$ cat src/rtl/prog_loader.sv
// Program loader: streams 16 instruction bytes (plus optional checksum) into a
// small register file, then releases the CPU and serves fetches from it.
package prog_loader_pkg;
  typedef logic [7:0] data_t;
  typedef logic [3:0] addr_t;
  typedef enum logic [2:0] {IDLE, LOAD, CHECK, WAIT, RUN, ERR} state_t;
endpackage

module prog_loader
  import prog_loader_pkg::*;
#(
  parameter bit AUTO_RUN = 1'b1,
  parameter bit CKSUM_EN = 1'b1
) (
  input  logic  clock,
  input  logic  reset,
  input  logic  load_start,
  input  logic  in_valid,
  input  data_t in_data,
  output logic  in_ready,
  input  logic  run_req,
  input  addr_t addr,
  output data_t data,
  output logic  cpu_reset,
  output logic  done,
  output logic  error
);

  state_t      state_q, state_d;
  logic [4:0]  wptr_q, wptr_d;
  data_t       sum_q, sum_d;
  data_t       mem_q [16];
  data_t       mem_d [16];
  logic        cpu_reset_q, done_q, error_q;
  logic        xfer;
  state_t      after_load;

  assign in_ready   = (state_q == LOAD) || (state_q == CHECK);
  assign xfer       = in_valid && in_ready;
  assign after_load = AUTO_RUN ? RUN : WAIT;

  always_comb begin
    state_d = state_q;
    wptr_d  = wptr_q;
    sum_d   = sum_q;
    mem_d   = mem_q;
    // A restart wins over everything, including a byte offered the same cycle.
    if (load_start) begin
      state_d = LOAD;
      wptr_d  = 5'd0;
      sum_d   = 8'h00;
    end else begin
      case (state_q)
        LOAD: begin
          if (xfer) begin
            mem_d[wptr_q[3:0]] = in_data;
            wptr_d             = wptr_q + 5'd1;
            sum_d              = sum_q + in_data;
            if (wptr_q == 5'd15) begin
              state_d = CKSUM_EN ? CHECK : after_load;
            end else begin
              state_d = LOAD;
            end
          end else begin
            state_d = LOAD;
          end
        end
        CHECK: begin
          if (xfer) begin
            state_d = (in_data == data_t'(~sum_q + 8'd1)) ? after_load : ERR;
          end else begin
            state_d = CHECK;
          end
        end
        WAIT: begin
          if (run_req) begin
            state_d = RUN;
          end else begin
            state_d = WAIT;
          end
        end
        default: state_d = state_q;
      endcase
    end
  end

  always_comb begin
    if (state_q == RUN) begin
      data = mem_q[addr];
    end else begin
      data = 8'h00;
    end
  end

  // Status outputs are registered from the next state so they line up with it.
  always_ff @(posedge clock) begin
    if (reset) begin
      state_q     <= IDLE;
      wptr_q      <= 5'd0;
      sum_q       <= 8'h00;
      mem_q       <= '{default: 8'h00};
      cpu_reset_q <= 1'b1;
      done_q      <= 1'b0;
      error_q     <= 1'b0;
    end else begin
      state_q     <= state_d;
      wptr_q      <= wptr_d;
      sum_q       <= sum_d;
      mem_q       <= mem_d;
      cpu_reset_q <= (state_d != RUN);
      done_q      <= (state_d == RUN);
      error_q     <= (state_d == ERR);
    end
  end

  assign cpu_reset = cpu_reset_q;
  assign done      = done_q;
  assign error     = error_q;

endmodule
$ cat config.mk
export PLATFORM = sky130hd
export DESIGN_NAME = prog_loader
export DESIGN_NICKNAME = d
export VERILOG_FILES = /design/src/rtl/prog_loader.sv
export SDC_FILE = /design/constraint.sdc
export NUM_CORES = 1
export LEC_CHECK = 0
export ABC_AREA = 1
export BUFFER_PORTS_ARGS = -buffer_cell sky130_fd_sc_hd__buf_2
export CORE_MARGIN = 3
export CORE_UTILIZATION = 57
export DETAILED_ROUTE_END_ITERATION = 16
export PLACE_DENSITY_LB_ADDON = 0.05
export SLEW_MARGIN = 20
export SYNTH_ARGS = -nofsm -noshare
export SYNTH_HDL_FRONTEND = slang
export SYNTH_SLANG_ARGS = --single-unit
export TNS_END_PERCENT = 30
$ cat constraint.sdc
create_clock -name clock -period 4.95 [get_ports clock]
set_clock_uncertainty 0.05 [all_clocks]
set_input_delay 0.495 -clock clock [delete_from_list [all_inputs] [get_ports clock]]
set_output_delay 0.495 -clock clock [all_outputs]
set_load 0.01 [all_outputs]
==> out/qor.csv, run 1 <==
metric,value,unit
XOR/XNOR Fraction of Synth Area,1.00,%
CTS-repair resized insts,0,
routability cong.,0.877,
Global Route Usage Sum,28.0,%
first-pass GRT wire length,29.4,mm
crit path time final,3.16,ns
hold_buf cts,0,
CTS Sinks,147,
critical path class,in -> out,
Setup WS post-layout,1.79,ns
Critical Path RT,4.41,ns
Mapped Nets,957,
adder-cell share of the synthesized area,2.61,%
RR Startpoint,state_q[2]$_SDFF_PP0_,
footprint of the multi-input gates,0.00334,mm2
largest family of logic cells by synthesized area,compound AO/OA/AOI/OAI gates,
Synth top cells by count,"178 x o21ai_0, 163 x a21oi_1, 147 x dfxtp_1",
worst-margin pin slew,1.02,ns
TritonCTS clock tree,built,
ys flop type,dfxtp_1,
Synth area leader,dfxtp_1,
max-cap violations,0,
port buffer count,28,
Worst setup EP type,output pin,
simple-gate area share of the yosys netlist,12.9,%
WL per Instance,17.3,um
NumNets Final,941,
Synth Cell Area,0.00700,mm2
Worst-path clk slew,0.06,ns
initial antenna violation count,0,
Synth Register Bits,147,
final period utilization,63.9,%
vias in the first global route,5817,
"Max FO, Critical Path",41,
synth top area cells,"dfxtp_1 42%, o21ai_0 13%, a21oi_1 12%, inv_1 5.0%, nor2_1 4.3%",
Yosys cell types,37,
Yosys warning count,0,
mean post-synth cell area,7.56,um2
Fill cells,1040,
share of flip-flops with an asynchronous set or reset,0,%
Clock Tree Root,clkbuf_16,
DR vias/cell,6.04,
f_max,0.316,GHz
crit start category,input pin,
worst reg2reg setup slack,2.83,ns
Pwr Total,2.69,mW
status,finished clean,
postcts setup bufs,0,
maximum root-to-sink buffer count,2,
die area,0.0136,mm2
Vias,6429,
crit path DAT,2.62,ns
Row Count,39,
Core ar.,0.0117,mm2
fraction of layout cells with a size suffix above 1,9.54,%
Synth top area share,42.0,%
First-pass DRT Iterations,5,
Final Non-Filler Cells,1065,
Slew HR,32.0,%
post-synthesis compound-gate area fraction,31.2,%
Max Slew Vio Count,0,
post-DP HPWL,12.3,mm
VDD IR max,0.000267,V
most common cell in the netlist,o21ai_0,
Area Overhead vs Synth,8.51,%
Routed Antenna Nets,0,
antenna cells,0,
Hold Crit Class,in -> reg,
"Seq/Total Area, Yosys",42.0,%
die span in x,117,um
cts bufs inserted,17,
initial drt markers,810,
Overflow after GRT,0,
largest net degree at the start of global routing,74,
Reg area,0.00294,mm2
unrepaired setup endpoints after global routing,false,
P_leak,3.03,nW
post-place setup slack,1.88,ns
Initial Utilization,59.8,%
height of the die,117,um
Final setup viols,0,
IO Pins,29,
DRC viols,0,
Post-synth EDFFs,0,
cell count after synthesis,926,
Power Density,354,mW/mm2
Cells after DPL,1034,
hold wc startpoint,run_req,
setup TNS,0,ns
Worst-Skew Late Latency,0.42,ns
multiplexer area fraction after synthesis,0,%
Routed WL,18.4,mm
final hold violations,0,
CTS H-tree lvls,4,
CP startpoint,addr[1],
[final cells by class]
class / instances / area share (%)
Multi-Input combinational cell: 613 / 44.0
Sequential cell: 147 / 38.7
Clock buffer: 20 / 5.88
Inverter: 100 / 5.04
Tap cell: 143 / 2.36
Timing Repair Buffer: 31 / 2.14
Clock inverter: 11 / 1.80
[through the flow]
| step | cell area [um2] | hold WS (ns) | utilization (%) |
|---|---|---|---|
| 2_1_floorplan | 7000 | 0.370 | - |
| 3_3_place_gp | 7010 | 0.379 | 59.9 |
| 3_5_place_dp | 7010 | 0.383 | 59.9 |
| 4_1_cts | 7590 | 0.347 | 64.9 |
| 5_1_grt | 7590 | 0.370 | 64.9 |
| 6_report | 7590 | 0.358 | 64.9 |
[worst max-delay path, stage by stage]
cell and delay [ns]:
buf_2 0.57, inv_1 0.55, a21oi_1 0.25, o21ai_0 0.11, nand3_1 0.09, o211ai_1 0.09, a21oi_1 0.26, buf_2 0.19
[where the power goes]
part,switching (mW),leakage (nW),total (mW),internal [mW]
clock network,0.476,0.289,1.27,0.797
registers,0.00635,1.19,1.20,1.19
logic,0.154,1.56,0.215,0.0608
[logic make-up after synthesis]
group	after synthesis
fa+ha+maj	14
buf+inv	166
simple gates	184
xor+xnor	8
flops	147
compound gates	407
[flip-flops by register name, summed over array words and instances (netlist names)]
| name | cells |
|---|---|
| state_q | 3 |
| sum_q | 8 |
| wptr_q | 5 |
| cpu_reset | 1 |
| done | 1 |
| error | 1 |
| mem_q | 128 |
[per-layer routing]
metal	share of wire [%]	global-route usage, %
met5	0	0
met4	2.8	11.5
met3	6.7	6.43
met2	47	45.5
met1	43	36.0
[worst paths after layout]
check        cells after the start                endpoint
min                              5   state_q[2]$_SDFF_PP0_
max reg2reg                      7  mem_q[65]$_SDFFE_PP0P_
min reg2reg                      2  mem_q[93]$_SDFFE_PP0P_
max                              8                 data[2]
[cells in the final DEF, fill, tap and decap left out, types with 2 or more instances in the layout]
cell type | synthesis | routed
a211oi_1 | 13 | 13
a211oi_2 | 4 | 4
a21oi_1 | 163 | 163
buf_2 | 11 | 28
buf_4 | 2 | 3
bufinv_16 | 0 | 3
clkbuf_1 | 43 | 2
clkbuf_16 | 0 | 17
clkinv_2 | 2 | 8
dfxtp_1 | 147 | 147
ha_1 | 13 | 13
inv_1 | 94 | 93
inv_2 | 3 | 4
nand2_1 | 49 | 49
nand2_2 | 4 | 4
nand3_1 | 29 | 29
nand4_1 | 4 | 4
nor2_1 | 80 | 80
nor2_4 | 4 | 4
nor3_1 | 2 | 2
nor3_4 | 5 | 5
nor4_1 | 2 | 2
o211ai_1 | 18 | 18
o21ai_0 | 178 | 178
o21ai_1 | 14 | 14
o221ai_1 | 8 | 8
o22ai_1 | 8 | 8
xor2_1 | 7 | 7
Power figures use the tool's default switching activity.
==> run 2, diff against run 1 <==
--- a/config.mk
+++ b/config.mk
@@ -5,7 +5,7 @@
 export SDC_FILE = /design/constraint.sdc
 export NUM_CORES = 1
 export LEC_CHECK = 0
-export ABC_AREA = 1
+export ABC_AREA = 0
 export BUFFER_PORTS_ARGS = -buffer_cell sky130_fd_sc_hd__buf_2
 export CORE_MARGIN = 3
 export CORE_UTILIZATION = 57
==> constraint.sdc (replaced) <==
create_clock -name clock -period 3.3 [get_ports clock]
set_clock_uncertainty 0.05 [all_clocks]
set_input_delay 0.33 -clock clock [delete_from_list [all_inputs] [get_ports clock]]
set_output_delay 0.33 -clock clock [all_outputs]
set_load 0.01 [all_outputs]
==> run 2 against run 1 <==
  * Critical path depth down 2
  * Largest cell class unchanged
  * Final cell count shrank 8.3%
  * Clock-buffer cell count grew 4
  * Sequential cell count unchanged
  * Worst hold slack worse by 0.037 ns
  * Final area up 6.1%
  * Power rose by 51%
  * Critical endpoint is now data[1]
  * Wire length is 6.3% higher
  * Sequential share of layout area fell by 2.2 points
  * Synthesized area is 2.5% higher
==> out/qor.csv, run 2 <==
metric,value,unit,change
status,finished clean,,
crit start category,input pin,,
die span in x,118,um,+1.2%
Overflow after GRT,0,,unchanged
Reg area,0.00294,mm2,unchanged
die area,0.0140,mm2,+2.4%
Yosys cell types,52,,+41%
mean post-synth cell area,8.93,um2,+18%
VDD IR max,0.000360,V,+35%
share of flip-flops with an asynchronous set or reset,0,%,unchanged
cell depth of the worst flop-to-flop path,5,,-2
antenna cells,0,,unchanged
CTS Sinks,147,,unchanged
Max Slew Vio Count,0,,unchanged
final hold violations,0,,unchanged
Synth top area share,41.0,%,-1.0 points
height of the die,118,um,+1.2%
Pwr Total,4.07,mW,+51%
Post-synth EDFFs,0,,unchanged
cell count after synthesis,803,,-13%
routability cong.,0.872,,-0.50%
CP startpoint,addr[0],,
Final setup viols,0,,unchanged
crit path DAT,2.33,ns,-0.29 ns
"most common cell after layout, fill and taps aside",dfxtp_1,,
"commonest non-fill, non-tap cells in the layout","147 x dfxtp_1, 125 x nand2_1, 105 x a21oi_1",,
DRC viols,0,,unchanged
R2R Path End,mem_q[100]$_SDFFE_PP0P_,,
"Seq/Total Area, Yosys",41.0,%,-1.0 points
crit path time final,2.71,ns,
unrepaired setup endpoints after global routing,false,,
Synth Register Bits,147,,unchanged
final period utilization,82.2,%,
hold_buf cts,0,,unchanged
f_max,0.369,GHz,
setup TNS,0,ns,unchanged
Worst setup EP type,output pin,,
Initial Utilization,59.0,%,-0.78 points
worst-margin pin slew,0.804,ns,-0.215 ns
Worst-Skew Late Latency,0.42,ns,about the same
Top reg by flops,mem_q,,
most common cell in the netlist,dfxtp_1,,
Synth area leader,dfxtp_1,,
WHS,0.321,ns,-0.0373 ns
Synth top cells by count,"147 x dfxtp_1, 125 x nand2_1, 105 x a21oi_1",,
Row Count,40,,+2.6%
max-cap violations,0,,unchanged
First-pass DRT Iterations,5,,unchanged
Cells after DPL,945,,-8.6%
Vias,6073,,-5.5%
Global Route Usage Sum,28.6,%,+0.63 points
TritonCTS clock tree,built,,
CTS-repair resized insts,0,,unchanged
Area Overhead vs Synth,12.3,%,
maximum root-to-sink buffer count,2,,unchanged
footprint of the multi-input gates,0.00389,mm2,+16%
first-pass GRT wire length,31.1,mm,+6.0%
CTS H-tree lvls,4,,unchanged
worst reg2reg setup slack,0.60,ns,-2.23 ns
end of the critical path,data[1],,
Slew HR,46.2,%,+14 points
Largest register FFs,128,,unchanged
Fill cells,1049,,+0.87%
RR Startpoint,state_q[0]$_SDFF_PP0_,,
NumNets Final,827,,-12%
ys flop type,dfxtp_1,,
Hold Crit Class,in -> reg,,
fin util,66.2,%,+1.4 points
DR vias/cell,6.22,,+3.0%
Routed WL,19.6,mm,+6.3%
largest net degree at the start of global routing,72,,-2.7%
WL per Instance,20.1,um,+16%
Routed Antenna Nets,0,,unchanged
Worst-path clk slew,0.06,ns,about the same
"Max FO, Critical Path",20,,-51%
post-DP HPWL,13.4,mm,+8.5%
cts bufs inserted,17,,unchanged
P_leak,2.70,nW,-11%
postcts setup bufs,0,,unchanged
Yosys warning count,0,,unchanged
fraction of layout cells with a size suffix above 1,16.9,%,+7.4 points
Final Non-Filler Cells,977,,-8.3%
Regs by FF count,"mem_q (128), sum_q (8), wptr_q (5)",,
Mapped Nets,834,,-13%
Synth Cell Area,0.00717,mm2,+2.5%
critical path class,in -> out,,
synth top area cells,"dfxtp_1 41%, mux4_2 13%, a21oi_1 7.3%, nand3_1 6.8%, nand2_1 6.5%",,
Power Density,505,mW/mm2,+43%
initial antenna violation count,0,,unchanged
Clock Tree Root,clkbuf_16,,
Core ar.,0.0122,mm2,+3.8%
Critical Path RT,2.92,ns,-1.49 ns
initial drt markers,708,,-13%
IO Pins,29,,unchanged
vias in the first global route,5658,,-2.7%
port buffer count,28,,unchanged
## run 2: cell types whose count changed after synthesis, sizes merged, moves of 15 or more
cell   previous run  this run
inv              98        11
nor2             84        49
a21oi           163       105
nor2b             0        15
mux2i             0        33
mux4              0        40
nand2            55       125
nand3            30        98
o21ai           192         7
## run 2: final cells by class
cell class                 count  share of cell area, %
multi-input combinational    566                   48.2
sequential                   147                   36.5
clock buffer                  24                   6.35
timing repair buffer          53                   4.26
tap                          168                   2.61
clock inverter                 8                   1.51
inverter                      11                  0.513
## run 2: kinds of logic after synthesis
logic type	share of synthesized area [%]
flip-flops	41.0
multiplexers	17.3
buffers and inverters	5.20
AND/OR/NAND/NOR	21.3
XOR/XNOR	1.22
adder cells (fa/ha/maj)	2.55
AO/OA/AOI/OAI	11.4
## run 2: metal layers
layer	track usage, %	routed length (um)
met5	0	0
met3	7.75	1590
met4	8.72	405
met1	39.7	8610
met2	43.9	8990
## run 2: per-stage QoR
step	setup slack, ns	cell area [um2]
3_5_place_dp	0.571	7420
2_1_floorplan	0.936	7170
3_3_place_gp	0.600	7420
4_1_cts	0.587	8060
5_1_grt	0.459	8060
6_report	0.589	8060
## run 2: worst min path at each step
stage                               to  depth (start not counted)                     from
2_1_floorplan  mem_q[100]$_SDFFE_PP0P_                          2  mem_q[100]$_SDFFE_PP0P_
3_3_place_gp    mem_q[76]$_SDFFE_PP0P_                          2   mem_q[76]$_SDFFE_PP0P_
3_5_place_dp    mem_q[78]$_SDFFE_PP0P_                          2   mem_q[78]$_SDFFE_PP0P_
4_1_cts         mem_q[64]$_SDFFE_PP0P_                          3               in_data[0]
5_1_grt         mem_q[64]$_SDFFE_PP0P_                          3               in_data[0]
6_report       mem_q[120]$_SDFFE_PP0P_                          3               in_data[0]
## run 2: worst max-delay path, cell delays in order
cell     delay (ns)
buf_2          0.43
buf_12         0.26
mux4_2         0.54
mux4_2         0.47
nor2b_1        0.14
buf_2          0.15
## run 2: where the power goes
group	internal (mW)	switching (mW)
clock network	1.31	0.729
registers	1.78	0.00863
logic	0.0784	0.163
total	3.17	0.900
